==> src/rtl/muldiv_unit.sv <==
// Iterative WIDTH-bit multiply/divide unit: one bit per clock, start/busy/done handshake.
// Signed ops run on magnitudes; the FIX state applies sign correction and loads hi/lo.
module muldiv_unit #(
    parameter int unsigned WIDTH = 32
) (
    input  logic             clk,
    input  logic             rst,
    input  logic             start,
    input  logic [1:0]       op,
    input  logic [WIDTH-1:0] a,
    input  logic [WIDTH-1:0] b,
    output logic             busy,
    output logic             done,
    output logic [WIDTH-1:0] hi,
    output logic [WIDTH-1:0] lo
);

    localparam int unsigned CW = $clog2(WIDTH);

    typedef enum logic [1:0] {
        IDLE,
        CALC,
        FIX
    } state_t;

    state_t state, next_state;

    logic                 is_div_r;
    logic                 sa, sb;
    logic [WIDTH-1:0]     a_r;
    logic [WIDTH-1:0]     mb;
    logic [2*WIDTH-1:0]   acc;
    logic [CW-1:0]        count;

    logic [WIDTH-1:0]     abs_a, abs_b;
    logic [WIDTH+1:0]     alu_x, alu_y, alu_sum;
    logic                 alu_cin;
    logic [2*WIDTH-1:0]   acc_next;
    logic [2*WIDTH-1:0]   prod_fix;
    logic [WIDTH-1:0]     q_fix, r_fix;
    logic                 div_zero;

    assign abs_a = (op[0] && a[WIDTH-1]) ? -a : a;
    assign abs_b = (op[0] && b[WIDTH-1]) ? -b : b;

    // Single shared adder: multiply adds the multiplicand into the upper half,
    // divide subtracts the divisor from the shifted partial remainder (extra bit
    // keeps the borrow unambiguous even for a zero divisor).
    always_comb begin
        alu_x   = '0;
        alu_y   = '0;
        alu_cin = 1'b0;
        if (is_div_r) begin
            alu_x   = {1'b0, acc[2*WIDTH-1:WIDTH-1]};
            alu_y   = ~{2'b00, mb};
            alu_cin = 1'b1;
        end else begin
            alu_x = {2'b00, acc[2*WIDTH-1:WIDTH]};
            alu_y = acc[0] ? {2'b00, mb} : '0;
        end
        alu_sum = alu_x + alu_y + {{(WIDTH+1){1'b0}}, alu_cin};
    end

    always_comb begin
        acc_next = acc;
        if (is_div_r) begin
            if (!alu_sum[WIDTH+1])
                acc_next = {alu_sum[WIDTH-1:0], acc[WIDTH-2:0], 1'b1};
            else
                acc_next = {acc[2*WIDTH-2:WIDTH-1], acc[WIDTH-2:0], 1'b0};
        end else begin
            acc_next = {alu_sum[WIDTH:0], acc[WIDTH-1:1]};
        end
    end

    always_comb begin
        prod_fix = (sa ^ sb) ? -acc : acc;
        q_fix    = acc[WIDTH-1:0];
        r_fix    = acc[2*WIDTH-1:WIDTH];
        if (sa ^ sb)
            q_fix = -acc[WIDTH-1:0];
        if (sa)
            r_fix = -acc[2*WIDTH-1:WIDTH];
        div_zero = (mb == '0);
    end

    always_ff @(posedge clk) begin
        if (!rst)
            state <= IDLE;
        else
            state <= next_state;
    end

    always_comb begin
        next_state = state;
        case (state)
            IDLE:    if (start) next_state = CALC;
            CALC:    if (count == '0) next_state = FIX;
            FIX:     next_state = IDLE;
            default: next_state = IDLE;
        endcase
    end

    always_comb begin
        busy = (state != IDLE);
    end

    always_ff @(posedge clk) begin
        if (!rst) begin
            is_div_r <= 1'b0;
            sa       <= 1'b0;
            sb       <= 1'b0;
            a_r      <= '0;
            mb       <= '0;
            acc      <= '0;
            count    <= '0;
            hi       <= '0;
            lo       <= '0;
            done     <= 1'b0;
        end else begin
            done <= 1'b0;
            case (state)
                IDLE: begin
                    if (start) begin
                        is_div_r <= op[1];
                        sa       <= op[0] & a[WIDTH-1];
                        sb       <= op[0] & b[WIDTH-1];
                        a_r      <= a;
                        mb       <= abs_b;
                        acc      <= {{WIDTH{1'b0}}, abs_a};
                        count    <= CW'(WIDTH - 1);
                    end
                end
                CALC: begin
                    acc <= acc_next;
                    if (count != '0)
                        count <= count - CW'(1);
                end
                FIX: begin
                    done <= 1'b1;
                    if (is_div_r) begin
                        if (div_zero) begin
                            lo <= '1;
                            hi <= a_r;
                        end else begin
                            lo <= q_fix;
                            hi <= r_fix;
                        end
                    end else begin
                        {hi, lo} <= prod_fix;
                    end
                end
                default: ;
            endcase
        end
    end

endmodule
==> config.mk <==
export PLATFORM = sky130hd
export DESIGN_NAME = muldiv_unit
export DESIGN_NICKNAME = d
export VERILOG_FILES = /design/src/rtl/muldiv_unit.sv
export SDC_FILE = /design/constraint.sdc
export NUM_CORES = 1
export LEC_CHECK = 0
export CAP_MARGIN = 20
export CORE_AREA = 2 2 194 196
export DETAILED_ROUTE_END_ITERATION = 8
export DIE_AREA = 0 0 196 198
export DONT_BUFFER_PORTS = 1
export HOLD_SLACK_MARGIN = 0.12
export MAX_ROUTING_LAYER = met4
export PLACE_DENSITY = 0.63
export SLEW_MARGIN = 20
export SYNTH_ARGS = -nofsm -noshare
export SYNTH_HDL_FRONTEND = slang
export SYNTH_SLANG_ARGS = --single-unit
==> constraint.sdc <==
create_clock -name clk -period 9.5 [get_ports clk]
set_input_delay 0.95 -clock clk [delete_from_list [all_inputs] [get_ports clk]]
set_output_delay 0.95 -clock clk [all_outputs]
set_load 0.005 [all_outputs]
# [After elaboration in Yosys (flattened, before gate mapping)]
# Index checks and enable logic that the tools add are counted.
# W data, S select, Z words.
[classes] n_addsub=8 n_eq_ne=5 n_mux=24 bitwise_logic=4 reduce_logical=12
[ops] cell="$mux W32" count=9
[ops] cell="$mux W64" count=4
[ops] cell="$neg A32 Y32" count=4
[ops] cell="$pmux W64 S2" count=1
[ops] cell="$neg A64 Y64" count=1
[ops] cell="$add A34 B1 Y34" count=1
[ops] cell="$add A34 B34 Y34" count=1
[ops] cell="$mux W34" count=1
[ops] cell="$not A32 Y34" count=1
[ops] cell="$mux W33" count=1
[ops] cell="$logic_not A32 Y1" count=1
[ops] cell="$mux W5" count=2
[ops] cell="$pmux W5 S2" count=1
[ops] cell="$ne A2 B2 Y1 const B" count=3
[ops] cell="$reduce_and A2 Y1" count=3
[ops] cell="$logic_not A5 Y1" count=1
[ops] cell="$reduce_bool A5 Y1" count=1
[ops] cell="$sub A5 B1 Y5 const B" count=1
[ops] cell="$mux W2" count=2
[ops] cell="$pmux W2 S2" count=1
[ops] cell="$reduce_bool A2 Y1" count=2
[ops] cell="$reduce_and A3 Y1" count=1
[ops] cell="$and A1 B1 Y1" count=2
[ops] cell="$eq A2 B1 Y1 const B" count=1
[ops] cell="other kinds (5)" count=7
[word_totals] reg_bits=203 inputBits=69 elab_cells=64

# [Depth between registers and ports, before layout]
[logic_depth] depth_word=7 mapped_depth=18

# [Worst setup path before layout]
# No wires, ideal clock.
[synth_timing] path_type="register -> register" start="register is_div_r" end="register acc[50]" setup_time_ns=0.101 arrival_time_ns=3.999 required_time_ns=9.399 slack_ns=5.400 path_stages_with_launch=18 cell_sequence="dfxtp_1 clkbuf_1 clkbuf_1 buf_1 nand2_1 a21boi_0 fa_1 inv_1 fa_1 a21o_1 a221oi_1 o31ai_1 a21oi_1 a21oi_1 a31oi_1 xor2_1 nor2b_1 o41ai_1"
[synth_via] elab_chain_cells=6
[synth_lines] item="from (decl)" line_no="28" text="logic is_div_r;"
[synth_lines] item="from (signal assigned)" line_no="125" text="is_div_r <= op[1];"
[synth_lines] item="$mux W33 / $mux W34 (equally long branches)" line_no="53" text="if (is_div_r) begin"
[synth_lines] item="$add A34 B34 Y34" line_no="61" text="alu_sum = alu_x + alu_y + {{(WIDTH+1){1'b0}}, alu_cin};"
[synth_lines] item="$add A34 B1 Y34" line_no="61"
[synth_lines] item="$mux W64" line_no="67" text="if (!alu_sum[WIDTH+1])"
[synth_lines] item="$mux W64 *" line_no="66" text="if (is_div_r) begin"
[synth_lines] item="$pmux W64 S2 *" line_no="122" text="case (state)"
[synth_lines] item="to (signal assigned)" line_no="130" text="acc <= {{WIDTH{1'b0}}, abs_a};"
[synth_lines] item="to (signal assigned)" line_no="135" text="acc <= acc_next;"
[synth_lines] item="to (decl)" line_no="32" text="logic [2*WIDTH-1:0] acc;"
# Mark *: on every way between the ends. The rest lies on a longest branch, timed or not.
# A chain may end at the register's enable or synchronous reset.

# [Final worst setup path]
[layout_timing] start="register is_div_r" end="register acc[57]"
# Same word-level chain as after synthesis.

==> results.json <==
{
  "status": "finished, final reports clean",
  "total_power_mw": 2.60,
  "cts.clk_slew.worst_paths_ns": 0.06,
  "period_needed_ns": 5.24,
  "drive_gt1_frac": 0.0740,
  "cts_buffer_depth": 3,
  "tightest_slew_ns": 1.12,
  "syn_avg_cell_area_um2": 7.43,
  "ff_latch_area_mm2": 0.00407,
  "fin_cells": 2311,
  "cts_hold_buf": 0,
  "vias_per_cell": 5.98,
  "power_density_mw_per_mm2": 169,
  "rsz0062_at_grt": "no",
  "relSlewSlack": 0.253,
  "vias": 13800,
  "slew_violations": 0,
  "fin_setup_tns_ns": 0,
  "grt_pass1_wl_um": 73200,
  "holdPathStages": 2,
  "critPathLaunchType": "flop",
  "ctsResizeCount": 0,
  "syn_to_final_growth_pct": 6.18,
  "endpoint_kind": "flop",
  "ios": 135,
  "cts.htree.levels": 1,
  "required_ns": 9.88,
  "timing.final.crit_share": 0.551,
  "dp_slack_ns": 4.37,
  "synth_ff_type": "dfxtp_1",
  "synth_edf_count": 0,
  "cts_made_buffers": 25,
  "synth_top_cell_area_share": 0.280,
  "antennaDiodeCount": 0,
  "max_freq_mhz": 191,
  "grtUsageTotal": 0.243,
  "grt_busiest_layer": "met2",
  "core_mm2": 0.0370,
  "async_flop_share": 0,
  "synth.most_common_cell": "nand2_1",
  "dp_cells": 2269,
  "crit_path_start": "is_div_r",
  "fp.dieH_um": 198,
  "die-area_mm2": 0.0388,
  "yosysSeqAreaShare": 0.280,
  "p_leak_nw": 5.79,
  "dr.pass1.iters": 5,
  "worstHoldPathType": "flop to flop",
  "nFillCells": 3839,
  "drt_wl_total_um": 46500,
  "crit_type": "flop to flop",
  "finClkSkew_ns": 0.0114,
  "port_buffers": 0,
  "gr-total-overflow": 0,
  "setup_viol": 0,
  "initial_core_util": 0.392,
  "cts_tree": "done",
  "ys_top_cells_by_count": "nand2_1, a21oi_1, dfxtp_1, o21ai_0, nor2_1",
  "drc": 0,
  "fin_worst_hold_slack_ns": 0.455,
  "grtUsageMet1": 0.322,
  "yosysTopAreaCell": "dfxtp_1",
  "synth.top_cells.by_area": "dfxtp_1, a21oi_1, nand2_1",
  "synth_top_family_by_area": "compound AO/OA/AOI/OAI gates",
  "grt_max_degree": 88,
  "cp_max_fo": 78,
  "synth-simple-area-share": 0.203,
  "min-delay-start": "a_r[14]",
  "netlist_instances": 1951,
  "synth_area_mm2": 0.0145,
  "cts.sinks": 203,
  "report.final.hold_viol_count": 0,
  "r2r.worst_path.cells": 15,
  "use_met3": 0.0458,
  "setup_ws_ns": 4.26,
  "synthMuxAreaShare": 0.0461,
  "synth-xor-area-share": 0.103,
  "drtIter0Drc": 1219,
  "synth_compound_area_frac": 0.276,
  "arrival_ns": 5.62,
  "ys_types": 78,
  "grt_pass1_vias": 12900,
  "dp_hpwl_um": 34300,
  "synth_seq_cells": 203,
  "clkLatencyLatePin_ns": 0.53,
  "final_nets": 1931,
  "multi_input_area_mm2": 0.00967,
  "gp_congestion": 1.00,
  "met2_usage": 0.366,
  "synth_fp_nets": 2060,
  "antenna_found_initial": 0,
  "routedWlPerCell_um": 20.1,
  "cts-root-buf": "clkbuf_16",
  "worstReg2RegStart": "is_div_r",
  "rows": 71,
  "ir_worst_vdd_uv": 124,
  "postCtsSetupBuffers": 0,
  "yosysWarnings": 0,
  "fp.dieW_um": 196,
  "drv_cap": 0,
  "yosys.area_share.adder": 0.0356,
  "ant_nets": 0
}
## path summary, 6_finish.rpt
check        slack, ns  endpoint
min reg2reg       0.46   a_r[14]
max               4.26   acc[57]
min               0.46   a_r[14]
max reg2reg       4.26   acc[57]
## critical path, cell delays in order, from the launching register on
cell and delay (ns):
dfxtp_4 0.66, buf_4 0.74, nor2_2 0.08, buf_4 0.27, nand2_1 0.10, o21ai_0 0.09
ha_1 0.39, a21oi_1 0.26, a2bb2oi_1 0.34, o2bb2ai_1 0.18, o211a_1 0.25, a211o_1 0.33
or3_1 0.72, o221a_2 0.44, o21ai_0 0.07, a21oi_1 0.09
## flip-flops by register name, indices dropped and copies added, names as in the netlist
| register | flops |
|---|---|
| sb | 1 |
| count | 5 |
| lo | 32 |
| hi | 32 |
| acc | 64 |
| mb | 32 |
| state | 2 |
| sa | 1 |
| done | 1 |
| is_div_r | 1 |
| a_r | 32 |
## layout by cell type, fill, tap and decap left out, drive strengths merged, types with 7 or more instances in the layout
| cell | count |
|---|---|
| a2111oi | 10 |
| a21o | 22 |
| mux2 | 30 |
| o41ai | 7 |
| nand2b | 16 |
| o221ai | 17 |
| a211oi | 70 |
| nor2 | 162 |
| nor3 | 49 |
| or3 | 17 |
| and2 | 11 |
| and3 | 10 |
| nand2 | 250 |
| ha | 38 |
| o211ai | 13 |
| a31oi | 25 |
| a311oi | 8 |
| a21oi | 213 |
| o31ai | 21 |
| or4 | 13 |
| dfxtp | 203 |
| mux2i | 33 |
| xnor2 | 87 |
| buf | 20 |
| clkbuf | 36 |
| inv | 28 |
| o21ai | 189 |
| o221a | 8 |
| xor2 | 83 |
| nor2b | 14 |
| nand4 | 9 |
| nand3 | 26 |
| nor4 | 27 |
## stage by stage
step,cell area (um2),utilization
final,15400,0.416
after global routing,15400,0.416
after CTS,15400,0.416
after detailed placement,14600,0.395
after global placement,14600,0.395
after floorplan,14500,-
## area by class of cell
type / instances / share of cell area
inverters: 29 / 0.00716
well taps: 474 / 0.0385
flip-flops and latches: 203 / 0.264
repair buffers: 20 / 0.00976
clock inverters: 6 / 0.00537
multi-input cells: 1543 / 0.628
clock buffers: 36 / 0.0467
## power breakdown
group | internal [mW] | switching, mW
combinational | 0.244 | 0.403
sequential | 0.914 | 0.0980
clock | 0.574 | 0.371
## metal layers
layer / part of all wire / wire, um
met5: 0 / 0
met4: 0.038 / 1770
met3: 0.069 / 3230
met2: 0.44 / 20400
met1: 0.45 / 21200
## kinds of logic (layout without fill, tap and decap cells)
family	Yosys count	count (layout)
fa+ha+maj	40	40
simple gates	621	621
buf+inv	205	91
mux	63	63
xor+xnor	170	170
flops	203	203
compound gates	649	649
Power figures use the tool's default switching activity.
